**config.mk**
```make
export PLATFORM = sky130hd
export DESIGN_NAME = ahb3lite_mem_fill
export DESIGN_NICKNAME = d
export VERILOG_FILES = /design/src/rtl/ahb3lite_mem_fill.sv
export SDC_FILE = /design/constraint.sdc
export NUM_CORES = 1
export LEC_CHECK = 0
export BUFFER_PORTS_ARGS = -buffer_cell sky130_fd_sc_hd__buf_4
export CAP_MARGIN = 20
export CORE_UTILIZATION = 40
export CTS_BUF_LIST = sky130_fd_sc_hd__clkbuf_2
export DETAILED_ROUTE_END_ITERATION = 7
export PLACE_DENSITY = 0.57
export SLEW_MARGIN = 10
export SYNTH_ARGS = -nofsm -noshare
export SYNTH_HDL_FRONTEND = slang
export SYNTH_SLANG_ARGS = --single-unit
```
**constraint.sdc**
```tcl
create_clock -name HCLK -period 5.85 [get_ports HCLK]
set_input_delay 0.2925 -clock HCLK [delete_from_list [all_inputs] [get_ports HCLK]]
set_output_delay 0.2925 -clock HCLK [all_outputs]
set_load 0.02 [all_outputs]
```
**src/rtl/ahb3lite_mem_fill.sv**
```systemverilog
// AHB3-Lite master that fills a memory region with an incrementing pattern
// or checks a region against that pattern and reports miscompares.
module ahb3lite_mem_fill #(
    parameter int HADDR_SIZE = 32,
    parameter int HDATA_SIZE = 32
) (
    input  logic                  HRESETn,
    input  logic                  HCLK,

    input  logic                  start_i,
    input  logic                  mode_i,
    input  logic [HADDR_SIZE-1:0] base_i,
    input  logic [15:0]           len_i,
    input  logic [HDATA_SIZE-1:0] pattern_i,
    input  logic [HDATA_SIZE-1:0] incr_i,

    output logic                  busy_o,
    output logic                  done_o,
    output logic                  err_o,
    output logic [15:0]           err_cnt_o,
    output logic [HADDR_SIZE-1:0] err_addr_o,

    output logic [HADDR_SIZE-1:0] HADDR,
    output logic [HDATA_SIZE-1:0] HWDATA,
    output logic                  HWRITE,
    output logic [2:0]            HSIZE,
    output logic [2:0]            HBURST,
    output logic [3:0]            HPROT,
    output logic [1:0]            HTRANS,
    output logic                  HMASTLOCK,

    input  logic [HDATA_SIZE-1:0] HRDATA,
    input  logic                  HREADY,
    input  logic                  HRESP
);

    localparam logic [HADDR_SIZE-1:0] STEP = HADDR_SIZE'(HDATA_SIZE / 8);

    typedef enum logic [1:0] {
        S_IDLE,
        S_ADDR,
        S_LAST,
        S_DONE
    } state_t;

    typedef enum logic [1:0] {
        TR_IDLE   = 2'b00,
        TR_BUSY   = 2'b01,
        TR_NONSEQ = 2'b10,
        TR_SEQ    = 2'b11
    } trans_t;

    state_t                  state;
    trans_t                  htrans;
    logic                    mode;
    logic                    abort;
    logic [15:0]             remaining;
    logic [HADDR_SIZE-1:0]   next_addr;
    logic [HDATA_SIZE-1:0]   cur_data;
    logic [HDATA_SIZE-1:0]   next_data;
    logic [HDATA_SIZE-1:0]   incr;
    logic                    dp_valid;
    logic [HADDR_SIZE-1:0]   dp_addr;
    logic [HDATA_SIZE-1:0]   dp_data;
    logic                    bus_err;
    logic                    miscmp;

    assign HTRANS    = htrans;
    assign HSIZE     = (HDATA_SIZE == 64) ? 3'b011 : 3'b010;
    assign HBURST    = 3'b001;
    assign HPROT     = 4'b0011;
    assign HMASTLOCK = 1'b0;

    // Classify the current data phase: first ERROR cycle, or a completed read that miscompares
    always_comb begin
        bus_err = dp_valid & HRESP & ~HREADY;
        miscmp  = dp_valid & HREADY & ~HRESP & mode & (HRDATA != dp_data);
    end

    // Sequencer: address/data pipeline, error tracking and status outputs
    always_ff @(posedge HCLK or negedge HRESETn) begin
        if (!HRESETn) begin
            state      <= S_IDLE;
            htrans     <= TR_IDLE;
            mode       <= 1'b0;
            abort      <= 1'b0;
            remaining  <= '0;
            next_addr  <= '0;
            cur_data   <= '0;
            next_data  <= '0;
            incr       <= '0;
            dp_valid   <= 1'b0;
            dp_addr    <= '0;
            dp_data    <= '0;
            busy_o     <= 1'b0;
            done_o     <= 1'b0;
            err_o      <= 1'b0;
            err_cnt_o  <= '0;
            err_addr_o <= '0;
            HADDR      <= '0;
            HWDATA     <= '0;
            HWRITE     <= 1'b0;
        end else begin
            case (state)
                S_IDLE: begin
                    done_o <= 1'b0;
                    if (start_i) begin
                        mode       <= mode_i;
                        incr       <= incr_i;
                        err_o      <= 1'b0;
                        err_cnt_o  <= '0;
                        err_addr_o <= '0;
                        abort      <= 1'b0;
                        dp_valid   <= 1'b0;
                        busy_o     <= 1'b1;
                        if (len_i == 16'd0) begin
                            state  <= S_DONE;
                            done_o <= 1'b1;
                        end else begin
                            state     <= S_ADDR;
                            HADDR     <= base_i;
                            htrans    <= TR_NONSEQ;
                            HWRITE    <= ~mode_i;
                            cur_data  <= pattern_i;
                            next_data <= pattern_i + incr_i;
                            next_addr <= base_i + STEP;
                            remaining <= len_i - 16'd1;
                        end
                    end
                end

                S_ADDR, S_LAST: begin
                    if (abort) begin
                        // Second ERROR cycle: the slave completes the response, then stop
                        if (HREADY) begin
                            abort    <= 1'b0;
                            dp_valid <= 1'b0;
                            state    <= S_DONE;
                            done_o   <= 1'b1;
                        end
                    end else if (bus_err) begin
                        abort  <= 1'b1;
                        htrans <= TR_IDLE;
                        err_o  <= 1'b1;
                        if (!err_o) err_addr_o <= dp_addr;
                    end else if (HREADY) begin
                        if (miscmp) begin
                            err_o <= 1'b1;
                            if (err_cnt_o != 16'hFFFF) err_cnt_o <= err_cnt_o + 16'd1;
                            if (!err_o) err_addr_o <= dp_addr;
                        end
                        if (state == S_LAST) begin
                            dp_valid <= 1'b0;
                            state    <= S_DONE;
                            done_o   <= 1'b1;
                        end else begin
                            // Accepted address phase becomes the next data phase
                            dp_valid <= 1'b1;
                            dp_addr  <= HADDR;
                            dp_data  <= cur_data;
                            HWDATA   <= cur_data;
                            if (remaining == 16'd0) begin
                                htrans <= TR_IDLE;
                                state  <= S_LAST;
                            end else begin
                                HADDR     <= next_addr;
                                htrans    <= (next_addr[9:0] == 10'd0) ? TR_NONSEQ : TR_SEQ;
                                cur_data  <= next_data;
                                next_addr <= next_addr + STEP;
                                next_data <= next_data + incr;
                                remaining <= remaining - 16'd1;
                            end
                        end
                    end
                end

                S_DONE: begin
                    state  <= S_IDLE;
                    busy_o <= 1'b0;
                    done_o <= 1'b0;
                    HWRITE <= 1'b0;
                end

                default: state <= S_IDLE;
            endcase
        end
    end

endmodule

```
==> results of run 1 <==
layout make-up:
class	instances	area, um2
antenna	4	10.0
clock buffer	123	616
clock inverter	20	98.8
fill	4081	20000
inverter	24	90.1
multi-input combinational	1428	9710
sequential	299	7480
tap	585	732
timing repair buffer	524	4590
cells by family (layout without fill, tap and decap cells):
family,Yosys count,in the layout
other,2,15
DFF,299,299
AOI/OAI and AO/OA,505,505
buffers and inverters,133,691
and+or+nand+nor,522,522
adders and majority gates,71,71
muxes,183,183
xor gates and xnor gates,136,136
synthesized netlist by cell type, types with 14 or more instances:
| cell | number | share of area, % |
|---|---|---|
| a211oi_1 | 14 | 0.59 |
| dfrtp_1 | 299 | 42 |
| buf_2 | 20 | 0.56 |
| nor4_1 | 15 | 0.53 |
| clkbuf_1 | 63 | 1.3 |
| o22ai_1 | 45 | 1.6 |
| nand4_1 | 24 | 0.85 |
| a31oi_1 | 17 | 0.60 |
| a21oi_1 | 121 | 3.4 |
| xor2_1 | 62 | 3.1 |
| a21o_1 | 34 | 1.4 |
| inv_1 | 23 | 0.49 |
| and3_1 | 19 | 0.67 |
| nor2_1 | 81 | 1.7 |
| o21ai_0 | 187 | 5.3 |
| nor3_1 | 19 | 0.54 |
| nand2_1 | 233 | 4.9 |
| nand3_1 | 59 | 1.7 |
| mux2_2 | 109 | 6.9 |
| ha_1 | 69 | 4.9 |
| mux2i_1 | 73 | 4.1 |
| xnor2_1 | 74 | 3.7 |
layout by cell type, fill, tap and decap left out, types with 68 or more instances in the layout:
cell           instances
nor2_1                81
buf_4                279
clkbuf_2             123
a21oi_1              121
o21ai_0              187
ha_1                  68
dfrtp_1              299
xnor2_1               74
mux2i_1               73
dlygate4sd3_1        241
nand2_1              231
mux2_2               109
metal layers:
layer	track usage, %	wire length (um)	up-vias
met5	0	0	-
met4	8.58	1380	0
met3	4.33	2820	94
met2	37.6	24900	451
met1	34.9	26000	7692
li1	-	-	7749
worst max-delay path, stage by stage (launching register included):
cell	delay [ns]
dfrtp_1	0.38
inv_1	0.11
ha_4	0.67
buf_4	0.68
mux2i_2	0.34
ha_1	0.26
o21a_1	0.23
nand4_1	0.26
nor2_1	0.28
xor2_1	0.17
dlygate4sd3_1	0.57
o22ai_1	0.06
a21oi_1	0.12
dlygate4sd3_1	0.55
stage by stage:
| stage | area (um2) | instances | setup WS [ns] |
|---|---|---|---|
| after floorplan | 17800 | 1860 | 1.68 |
| final | 23300 | 3007 | 0.986 |
| after global placement | 20200 | 2618 | 2.23 |
| after global routing | 23300 | 3007 | 0.616 |
| after detailed placement | 20200 | 2618 | 2.15 |
| after CTS | 23300 | 3003 | 1.03 |
state kept, by name, indices dropped and copies added, names as in the netlist:
register	cells
done_o	1
next_addr	32
busy_o	1
HWRITE	1
remaining	16
dp_data	32
err_cnt_o	16
state	2
dp_addr	32
mode	1
incr	32
next_data	32
err_o	1
HTRANS	2
err_addr_o	32
abort	1
cur_data	32
HADDR	32
dp_valid	1
path summary, 6_finish.rpt:
| kind | to | slack, ns | depth (start not counted) |
|---|---|---|---|
| min in group asynchronous | next_addr[12] | 0.43 | 4 |
| max in group asynchronous | incr[1] | 4.77 | 4 |
| worst min-delay path | cur_data[9] | 0.12 | 4 |
| worst max register to register | remaining[12] | 0.99 | 13 |
| worst max-delay path | remaining[12] | 0.99 | 13 |
| worst min register to register | dp_data[27] | 0.48 | 1 |
where the power goes:
part	switching (mW)	leakage, nW	internal (mW)
Combinational	4.74	6.44	3.57
Clock	0.934	0.553	0.565
Sequential	0.846	3.73	3.06
what timing repair did:
action,in CTS,in global routing
resized for setup,0,0
hold buffers,242,0
setup endpoints to repair,0,0
endpoints found under the hold margin,387,0
==> summary.md, run 1 <==
| Metric | Value |
|---|---|
| Starting Density | 40.9% |
| Hold Path Class | input pin to flip-flop |
| Vias after detailed routing | 16.0k |
| Mapped Cells | 1,851 |
| # DRC | 0 |
| Post-Synth Simple-Gate Area | 14.1% |
| Tcrit/Tclk final | 83.1% |
| IO Pins | 279 |
| Mux contribution to synthesized area | 11.1% |
| Clock Latency Late Sink | 1.10 ns |
| Clock sink count | 299 |
| Worst slew pin tran | 0.986 ns |
| First-pass GRT wire length | 86,200 um |
| Clock skew | 0.124 ns |
| Status | finished, final reports clean |
| Post-synthesis compound-gate area fraction | 17.3% |
| Cell Area, Synth | 0.0177 mm2 |
| XOR/XNOR Fraction of Synth Area | 6.72% |
| CTS Buffer Depth | 3 |
| Die Span Y | 212 um |
| #FFs+latches synth | 299 |
| Post-synth EDFFs | 0 |
| RR Startpoint | state[0] |
| Initial antenna violation count | 2 |
| Port bufs | 267 |
| Initial DRC count | 1,141 |
| Wire per inst | 18.3 um |
| Setup tns final | 0 ns |
| Hold Slack | 0.117 ns |
| Post-Synth Adder-Cell Area | 5.10% |
| Main combinational cell family by area after synthesis | compound AO/OA/AOI/OAI gates |
| Clk Tree Root Cell | clkbuf_2 |
| Max_cap viols | 0 |
| Chip width | 212 um |
| Crit-path max FO | 56 |
| Synth-to-Final Area Change | 31.7% |
| Layout cells sized above 1 | 23.1% |
| Num rows | 76 |
| CTS tree | built |
| WL final | 55,100 um |
| Commonest register cell after synthesis | dfrtp_1 |
| CTS H-tree depth | 3 |
| CORE AREA | 0.0434 mm2 |
| Post-synth ARST share | 100% |
| Power Total | 13.7 mW |
| Hold Path Origin | pattern_i[9] |
| Post-CTS setup buffers | 0 |
| Largest net degree at the start of global routing | 113 |
| Crit path DAT | 5.83 ns |
| Endpoints failing setup | 0 |
| Num CTS Buffers | 85 |
| Synthesized area per cell | 9.57 um2 |
| Core Util, Final | 53.8% |
| Peak supply drop | 429 uV |
| DR pass1 iterations | 5 |
| Clock period minus worst slack | 4.86 ns |
| Clock transition at path regs | 0.10 ns |
| Slew HR | 34.0% |
| Fin. max-slew vios | 0 |
| Sequential area share after synthesis | 42.2% |
| DP HPWL | 38,400 um |
| Total track usage | 24.6% |
| Die ar. | 0.0451 mm2 |
| Routed Antenna Nets | 0 |
| Critical Path End Type | flip-flop |
| Crit. Startpoint | state[0] |
| Synth Warn # | 0 |
| Final nets | 2,583 |
| Fin. Hold Viols | 0 |
| Leak Pwr | 10.7 nW |
| Vias in the first global route | 15.6k |
| RePlAce Congestion | 0.868 |
| Crit Path Class | flip-flop to flip-flop |
| GR Overflow Total | 0 |
| Vias per cell | 5.32 |
| CP required | 6.82 ns |
| Fmax | 0.206 GHz |
| RSZ-0062 raised after global routing | no |
| Kind of start point of the critical path | flip-flop |
| Cell variety after synth | 82 |
| PwrDens | 588 mW/mm2 |
No activity file was read; power rests on OpenSTA's default activity.
==> inputs of run 2 (changes only) <==
--- a/config.mk
+++ b/config.mk
@@ -5,12 +5,13 @@
 export SDC_FILE = /design/constraint.sdc
 export NUM_CORES = 1
 export LEC_CHECK = 0
+export ABC_AREA = 1
 export BUFFER_PORTS_ARGS = -buffer_cell sky130_fd_sc_hd__buf_4
 export CAP_MARGIN = 20
 export CORE_UTILIZATION = 40
 export CTS_BUF_LIST = sky130_fd_sc_hd__clkbuf_2
 export DETAILED_ROUTE_END_ITERATION = 7
-export PLACE_DENSITY = 0.57
+export PLACE_DENSITY = 0.56
 export SLEW_MARGIN = 10
 export SYNTH_ARGS = -nofsm -noshare
 export SYNTH_HDL_FRONTEND = slang
==> constraint.sdc (replaced) <==
create_clock -name HCLK -period 5 [get_ports HCLK]
set_input_delay 0.25 -clock HCLK [delete_from_list [all_inputs] [get_ports HCLK]]
set_output_delay 0.25 -clock HCLK [all_outputs]
set_load 0.02 [all_outputs]
==> summary.md, run 2 <==
| Metric | Value |
|---|---|
| Crit-path cells | inv_1 -> ha_4 -> buf_6 -> nand2_1 -> o21ai_2 -> inv_2 -> nor2_2 -> nand3_2 -> dlygate4sd3_1 -> nor2_4 -> dlygate4sd3_1 -> nand2_1 -> dlygate4sd3_1 -> a21oi_1 (was inv_1 -> ha_4 -> buf_4 -> mux2i_2 -> ha_1 -> o21a_1 -> nand4_1 -> nor2_1 -> xor2_1 -> dlygate4sd3_1 -> o22ai_1 -> a21oi_1 -> dlygate4sd3_1) |
| WL final | 64,800 um (was 55,100 um) |
| Clock sink count | 299 (unchanged) |
| Peak supply drop | 391 uV (was 429 uV) |
| Cell variety after synth | 47 (was 82) |
| Cell Area, Synth | 0.0197 mm2 (was 0.0177 mm2) |
| Layout cells sized above 1 | 15.3% (was 23.1%) |
| Placed cells | 3,740 (was 2,618) |
| Chip width | 224 um (was 212 um) |
| DR pass1 iterations | 7 (was 5) |
| Placed cell area | 0.0222 mm2 (was 0.0202 mm2) |
| RSZ-0062 raised after global routing | no (unchanged) |
| #FFs+latches synth | 299 (unchanged) |
| Power Total | 16.0 mW (was 13.7 mW) |
| Commonest register cell after synthesis | dfrtp_1 (unchanged) |
| Crit path DAT | 5.49 ns (was 5.83 ns) |
| Status | finished, final reports clean (unchanged) |
| Commonest non-fill, non-tap cell in the layout | nand2_1 (was dfrtp_1) |
| Starting Density | 40.4% (was 40.9%) |
| Post-synth top area cell | dfrtp_1 (unchanged) |
| Critical path's slowest cell | ha_4 (was buf_4) |
| Sw Share | 52.1% (was 47.5%) |
| Num CTS Buffers | 81 (was 85) |
| Top post-synthesis cells by area | dfrtp_1 38%, nand2_1 22%, inv_1 7.2% (was dfrtp_1 42%, mux2_2 6.9%, o21ai_0 5.3%) |
| Die Span Y | 224 um (was 212 um) |
| Max_cap viols | 0 (unchanged) |
| CORE AREA | 0.0488 mm2 (was 0.0434 mm2) |
| Slew HR | 41.8% (was 34.0%) |
| Clock period minus worst slack | 4.57 ns (was 4.86 ns) |
| Clock skew | 0.0504 ns (was 0.124 ns) |
| Synthesized area per cell | 6.84 um2 (was 9.57 um2) |
| Pre-CTS setup slack | 1.34 ns (was 2.15 ns) |
| Clk Tree Root Cell | clkbuf_2 (unchanged) |
| RePlAce Congestion | 0.912 (was 0.868) |
| Leak Pwr | 13.4 nW (was 10.7 nW) |
| DP HPWL | 47,900 um (was 38,400 um) |
| Post-synth ARST share | 100% (unchanged) |
| Vias after detailed routing | 19.6k (was 16.0k) |
| Kind of start point of the critical path | flip-flop (unchanged) |
| Hold Path Class | input pin to flip-flop (unchanged) |
| Port bufs | 267 (unchanged) |
| Num rows | 81 (was 76) |
| Crit-path max FO | 67 (was 56) |
| Total track usage | 26.2% (was 24.6%) |
| Internal power | 7.66 mW (was 7.20 mW) |
| Yosys top cell area share | 37.9% (was 42.2%) |
| Sequential area share after synthesis | 37.9% (was 42.2%) |
| Setup ws final | 0.431 ns (was 0.986 ns) |
| Finished Layout Cells | 4,072 (was 3,007) |
| Most frequent CP cell | dlygate4sd3_1 (unchanged) |
| Vias in the first global route | 19.5k (was 15.6k) |
| Most Used Layer, Global Route | met2 (unchanged) |
| Synth-to-Final Area Change | 26.2% (was 31.7%) |
| Setup tns final | 0 ns (unchanged) |
| # DRC | 0 (unchanged) |
| Post-synth EDFFs | 0 (unchanged) |
| Mapped Cells | 2,885 (was 1,851) |
| Core Util, Final | 51.0% (was 53.8%) |
| Final nets | 3,576 (was 2,583) |
| Fin. max-slew vios | 0 (unchanged) |
| Clock Latency Late Sink | 1.01 ns (was 1.10 ns) |
| Initial antenna violation count | 2 (unchanged) |
| Hold Slack | 0.142 ns (was 0.117 ns) |
| GR Overflow Total | 0 (unchanged) |
| Routed Antenna Nets | 0 (unchanged) |
| First-pass GRT wire length | 103,000 um (was 86,200 um) |
| Slowest cell delay on critical path | 0.81 ns (was 0.68 ns) |
| Clock power share | 11.0% (was 10.9%) |
| Hold Path Depth | 6 (was 4) |
| Crit Path Class | flip-flop to flip-flop (unchanged) |
| Depth of the most critical reg-to-reg path | 14 (was 13) |
| Met1 usage | 34.1% (was 34.9%) |
| CTS Buffer Depth | 3 (unchanged) |
| Vias per cell | 4.82 (was 5.32) |
| Initial DRC count | 1,130 (was 1,141) |
| Clock transition at path regs | 0.10 ns (about the same) |
| Met3 Usage GRT | 3.29% (was 4.33%) |
| Sequential Power Share | 26.7% (was 28.5%) |
| Fin area | 0.0249 mm2 (was 0.0233 mm2) |
| CP required | 5.92 ns (was 6.82 ns) |
| Tcrit/Tclk final | 91.4% (was 83.1%) |
| Post-synth top cells | 1,167 x nand2_1, 381 x inv_1, 299 x dfrtp_1 (was 299 x dfrtp_1, 233 x nand2_1, 187 x o21ai_0) |
| Met2 usage | 44.0% (was 37.6%) |
| Most common cell in the netlist | nand2_1 (was dfrtp_1) |
| Synth Warn # | 0 (unchanged) |
| IO Pins | 279 (unchanged) |
| Die ar. | 0.0503 mm2 (was 0.0451 mm2) |
| Largest net degree at the start of global routing | 110 (was 113) |
| Worst slew pin tran | 0.873 ns (was 0.986 ns) |
| Endpoints failing setup | 0 (unchanged) |
| Post-CTS setup buffers | 0 (unchanged) |
| Combinational group share of total power | 62.3% (was 60.6%) |
| Fillers | 5,113 (was 4,081) |
| PwrDens | 642 mW/mm2 (was 588 mW/mm2) |
| CTS H-tree depth | 3 (unchanged) |
| Most frequent cells in the layout | 1,166 x nand2_1, 380 x inv_1, 299 x dfrtp_1, 277 x buf_4, 224 x o21ai_0 (was 299 x dfrtp_1, 279 x buf_4, 241 x dlygate4sd3_1, 231 x nand2_1, 187 x o21ai_0) |
| CTS tree | built (unchanged) |
| Critical Path End Type | flip-flop (unchanged) |
| Fmax | 0.219 GHz (was 0.206 GHz) |
| Wire per inst | 15.9 um (was 18.3 um) |
| Fin. Hold Viols | 0 (unchanged) |
| Sw power | 8.33 mW (was 6.52 mW) |
run 2: final cells by class:
cell class / count / area (um2) / area share (%)
diodes: 1 / 2.50 / 0.0100
clock buffers: 116 / 581 / 2.33
clock inverters: 19 / 128 / 0.512
inverters: 392 / 1480 / 5.92
multi-input cells: 2104 / 10300 / 41.3
flip-flops and latches: 299 / 7480 / 30.0
well taps: 664 / 831 / 3.33
repair buffers: 477 / 4130 / 16.6
run 2: logic make-up (layout without fill, tap and decap cells):
group                    Yosys count  after routing  share of synthesized area [%]
AND/OR/NAND/NOR                 1570           1570                           32.4
buffers and inverters            491           1004                           10.3
AO/OA/AOI/OAI                    342            342                           9.48
flip-flops                       299            299                           37.9
XOR/XNOR                          82             82                           3.64
adder cells (fa/ha/maj)           71             71                           4.58
multiplexers                      28             28                           1.60
other                              2             12                         0.0380
run 2: critical path, delay by kind of cell, from the launching register on:
family                     cells  cell delay (ns)
DFF                            1             0.40
adders and majority gates      1             0.81
and+or+nand+nor                5             0.48
AOI/OAI and AO/OA              2             0.24
buffers and inverters          6             2.53
run 2: routing by layer:
layer / wire, um / up-vias
met5: 10 / -
met4: 1930 / 2
met3: 2720 / 117
met2: 30700 / 462
met1: 29500 / 9131
li1: - / 9931
run 2: worst paths after layout:
path	startpoint	slack (ns)	end
setup reg to reg	state[1]	0.43	remaining[13]
max in group asynchronous	HRESETn	3.93	next_data[28]
hold / removal	pattern_i[0]	0.14	cur_data[0]
min in group asynchronous	HRESETn	0.49	next_addr[9]
setup / recovery	state[1]	0.43	remaining[13]
hold reg to reg	next_addr[25]	0.49	next_addr[25]
run 2: power by group through the flow:
stage	Sequential (mW)	Clock [mW]	Combinational, mW
after global placement	4.29	0	9.43
after CTS	4.27	1.84	9.96
final	4.27	1.76	9.96
after global routing	4.40	1.97	11.2
after floorplan	4.49	0	6.60
after detailed placement	4.32	0	9.56
run 2: what timing repair did:
| action | CTS | global route |
|---|---|---|
| endpoints found under the setup margin | 0 | 3 |
| hold endpoints to repair | 450 | 0 |
| resized for setup | 0 | 2 |
| hold buffers | 195 | 0 |
==> inputs of run 3 (changes only) <==
--- a/config.mk
+++ b/config.mk
@@ -6,12 +6,12 @@
 export NUM_CORES = 1
 export LEC_CHECK = 0
 export ABC_AREA = 1
-export BUFFER_PORTS_ARGS = -buffer_cell sky130_fd_sc_hd__buf_4
 export CAP_MARGIN = 20
 export CORE_UTILIZATION = 40
 export CTS_BUF_LIST = sky130_fd_sc_hd__clkbuf_2
 export DETAILED_ROUTE_END_ITERATION = 7
-export PLACE_DENSITY = 0.56
+export DONT_BUFFER_PORTS = 1
+export PLACE_DENSITY = 0.51
 export SLEW_MARGIN = 10
 export SYNTH_ARGS = -nofsm -noshare
 export SYNTH_HDL_FRONTEND = slang
==> summary.md, run 3 (same netlist as run 2, synthesis figures left out) <==
| Metric | Value |
|---|---|
| DR pass1 iterations | 5 (was 7) |
| RePlAce Congestion | 0.939 (was 0.912) |
| CP required | 5.97 ns (was 5.92 ns) |
| Hold Path Class | input pin to async pin (was input pin to flip-flop) |
| Vias per cell | 4.87 (was 4.82) |
| Wire per inst | 16.2 um (was 15.9 um) |
| Initial DRC count | 1,154 (was 1,130) |
| Status | finished, violations left (was finished, final reports clean) |
| WL final | 62,100 um (was 64,800 um) |
| GR Overflow Total | 0 (unchanged) |
| Clock period minus worst slack | 4.62 ns (was 4.57 ns) |
| Crit path DAT | 5.59 ns (was 5.49 ns) |
| Crit Path Class | flip-flop to flip-flop (unchanged) |
| Failing checks | negative hold slack |
| Clk Tree Root Cell | clkbuf_2 (unchanged) |
| Starting Density | 40.4% (unchanged) |
| Die ar. | 0.0503 mm2 (unchanged) |
| PwrDens | 670 mW/mm2 (was 642 mW/mm2) |
| Critical Path End Type | flip-flop (unchanged) |
| Crit-path max FO | 67 (unchanged) |
| CTS Buffer Depth | 3 (unchanged) |
| Total track usage | 25.1% (was 26.2%) |
| Final nets | 3,335 (was 3,576) |
| DP HPWL | 45,000 um (was 47,900 um) |
| Fin. max-slew vios | 0 (unchanged) |
| Met3 routed WL | 3590 um (was 2720 um) |
| IO Pins | 279 (unchanged) |
| Num CTS Buffers | 81 (unchanged) |
| Die Span Y | 224 um (unchanged) |
| Highest routed metal layer | met4 (was met5) |
| Met1 Wirelength | 27,300 um (was 29,500 um) |
| CTS H-tree depth | 3 (unchanged) |
| Clock skew | 0.0940 ns (was 0.0504 ns) |
| Clock transition at path regs | 0.11 ns (was 0.10 ns) |
| Slowest cell delay on critical path | 0.72 ns (was 0.81 ns) |
| RSZ-0062 raised after global routing | no (unchanged) |
| Fmax | 0.216 GHz (was 0.219 GHz) |
| # DRC | 0 (unchanged) |
| Routed Antenna Nets | 0 (unchanged) |
| Vias in the first global route | 18.6k (was 19.5k) |
| Initial antenna violation count | 2 (unchanged) |
| Vias after detailed routing | 18.7k (was 19.6k) |
| CORE AREA | 0.0488 mm2 (unchanged) |
| Setup tns final | 0 ns (unchanged) |
| Tcrit/Tclk final | 92.4% (was 91.4%) |
| Kind of start point of the critical path | flip-flop (unchanged) |
| Num rows | 81 (unchanged) |
| DR WL met2 | 29,200 um (was 30,700 um) |
| Peak supply drop | 382 uV (was 391 uV) |
| Port bufs | 0 (was 267) |
| Most frequent cells in the layout | 1,166 x nand2_1, 380 x inv_1, 299 x dfrtp_1, 225 x dlygate4sd3_1, 224 x o21ai_0 (was 1,166 x nand2_1, 380 x inv_1, 299 x dfrtp_1, 277 x buf_4, 224 x o21ai_0) |
| Placed cell area | 0.0201 mm2 (was 0.0222 mm2) |
| CTS tree | built (unchanged) |
| Worst slew pin tran | 1.11 ns (was 0.873 ns) |
| Fin area | 0.0232 mm2 (was 0.0249 mm2) |
| Leak Pwr | 12.1 nW (was 13.4 nW) |
| Clock sink count | 299 (unchanged) |
| Slew HR | 25.9% (was 41.8%) |
| Chip width | 224 um (unchanged) |
| Endpoints failing setup | 0 (unchanged) |
| Largest net degree at the start of global routing | 300 (was 110) |
| Hold Slack | -1.10 ns (was 0.142 ns) |
| Most frequent CP cell | dlygate4sd3_1 (unchanged) |
| Fin. Hold Viols | 299 (was 0) |
| Commonest non-fill, non-tap cell in the layout | nand2_1 (unchanged) |
| Clock Latency Late Sink | 1.08 ns (was 1.01 ns) |
| First-pass GRT wire length | 99,200 um (was 103,000 um) |
| Layout cells sized above 1 | 8.02% (was 15.3%) |
| Critical path's slowest cell | buf_4 (was ha_4) |
| Crit-path cells | inv_1 -> ha_4 -> inv_4 -> buf_4 -> o21ai_0 -> nor2_1 -> dlygate4sd3_1 -> nand2_1 -> dlygate4sd3_1 -> a21oi_1 -> dlygate4sd3_1 (was inv_1 -> ha_4 -> buf_6 -> nand2_1 -> o21ai_2 -> inv_2 -> nor2_2 -> nand3_2 -> dlygate4sd3_1 -> nor2_4 -> dlygate4sd3_1 -> nand2_1 -> dlygate4sd3_1 -> a21oi_1) |
| Max_cap viols | 0 (unchanged) |
| Synth-to-Final Area Change | 17.4% (was 26.2%) |
| # hold bufs at CTS | 225 (was 195) |
-- run 3: changes by cell type in the layout (fill, tap and decap cells not counted) --
cell	previous run	this run
buf_4	277	7
dlygate4sd3_1	194	225
clkinv_1	15	9
clkinv_2	0	3
inv_2	11	14
buf_12	1	2
buf_16	2	1
buf_6	2	1
buf_8	1	0
clkbuf_2	116	117
clkinvlp_4	1	0
diode_2	1	2
-- run 3: worst max-delay path: cells and delay by family (launching register included) --
kind,cells,cell delay (ns)
simple gates,2,0.23
buf+inv,6,2.99
fa+ha+maj,1,0.43
compound gates,2,0.45
flops,1,0.40
-- run 3: metrics by stage --
step / util, % / hold slack (ns) / instances / total power [mW] / worst slack, ns
2_1_floorplan: - / -0.0456 / 2894 / 11.1 / 2.58
5_1_grt: 47.4 / -1.23 / 3831 / 17.2 / 0.0937
6_report: 47.4 / -1.10 / 3832 / 15.5 / 0.378
4_1_cts: 47.3 / -1.27 / 3827 / 15.6 / 0.0575
3_5_place_dp: 41.2 / -0.0395 / 3467 / 13.1 / 1.11
3_3_place_gp: 41.2 / -0.0392 / 3467 / 13.0 / 1.22
-- run 3: final timing paths --
| kind | start | endpoint | slack [ns] | cells past startpoint |
|---|---|---|---|---|
| setup / recovery | state[1] | remaining[13] | 0.38 | 11 |
| hold / removal | HRESETn | dp_addr[5] | -1.10 | 0 |
| setup reg to reg | state[1] | remaining[13] | 0.38 | 11 |
| hold reg to reg | next_addr[30] | next_addr[30] | 0.48 | 2 |
| max in group asynchronous | HRESETn | err_addr_o[0] | 5.68 | 0 |
| min in group HCLK | HRDATA[27] | err_cnt_o[7] | 0.13 | 9 |
-- run 3: repair_timing --
action / in CTS / in global routing
hold endpoints to repair: 515 / 299
gates resized for setup: 0 / 1
setup buffers: 0 / 1
endpoints found under the setup margin: 0 / 6
-- run 3: layer usage --
| layer | track usage (%) | vias up |
|---|---|---|
| met5 | 0 | - |
| met4 | 9.94 | 0 |
| met3 | 5.04 | 117 |
| met2 | 42.0 | 472 |
| met1 | 31.6 | 8660 |
| li1 | - | 9425 |
-- run 3: cell type report --
class / count / area (um2)
diodes: 2 / 5.00
clock buffers: 117 / 586
clock inverters: 18 / 124
fillers: 5209 / 25700
inverters: 392 / 1480
multi-input cells: 2104 / 10300
flip-flops and latches: 299 / 7480
well taps: 664 / 831
repair buffers: 236 / 2380
-- run 3: power by group --
part           internal (mW)  switching [mW]  leakage, nW
combinational           3.15            5.85         7.73
sequential              3.51            1.22         3.80
clock                  0.722            1.07        0.560
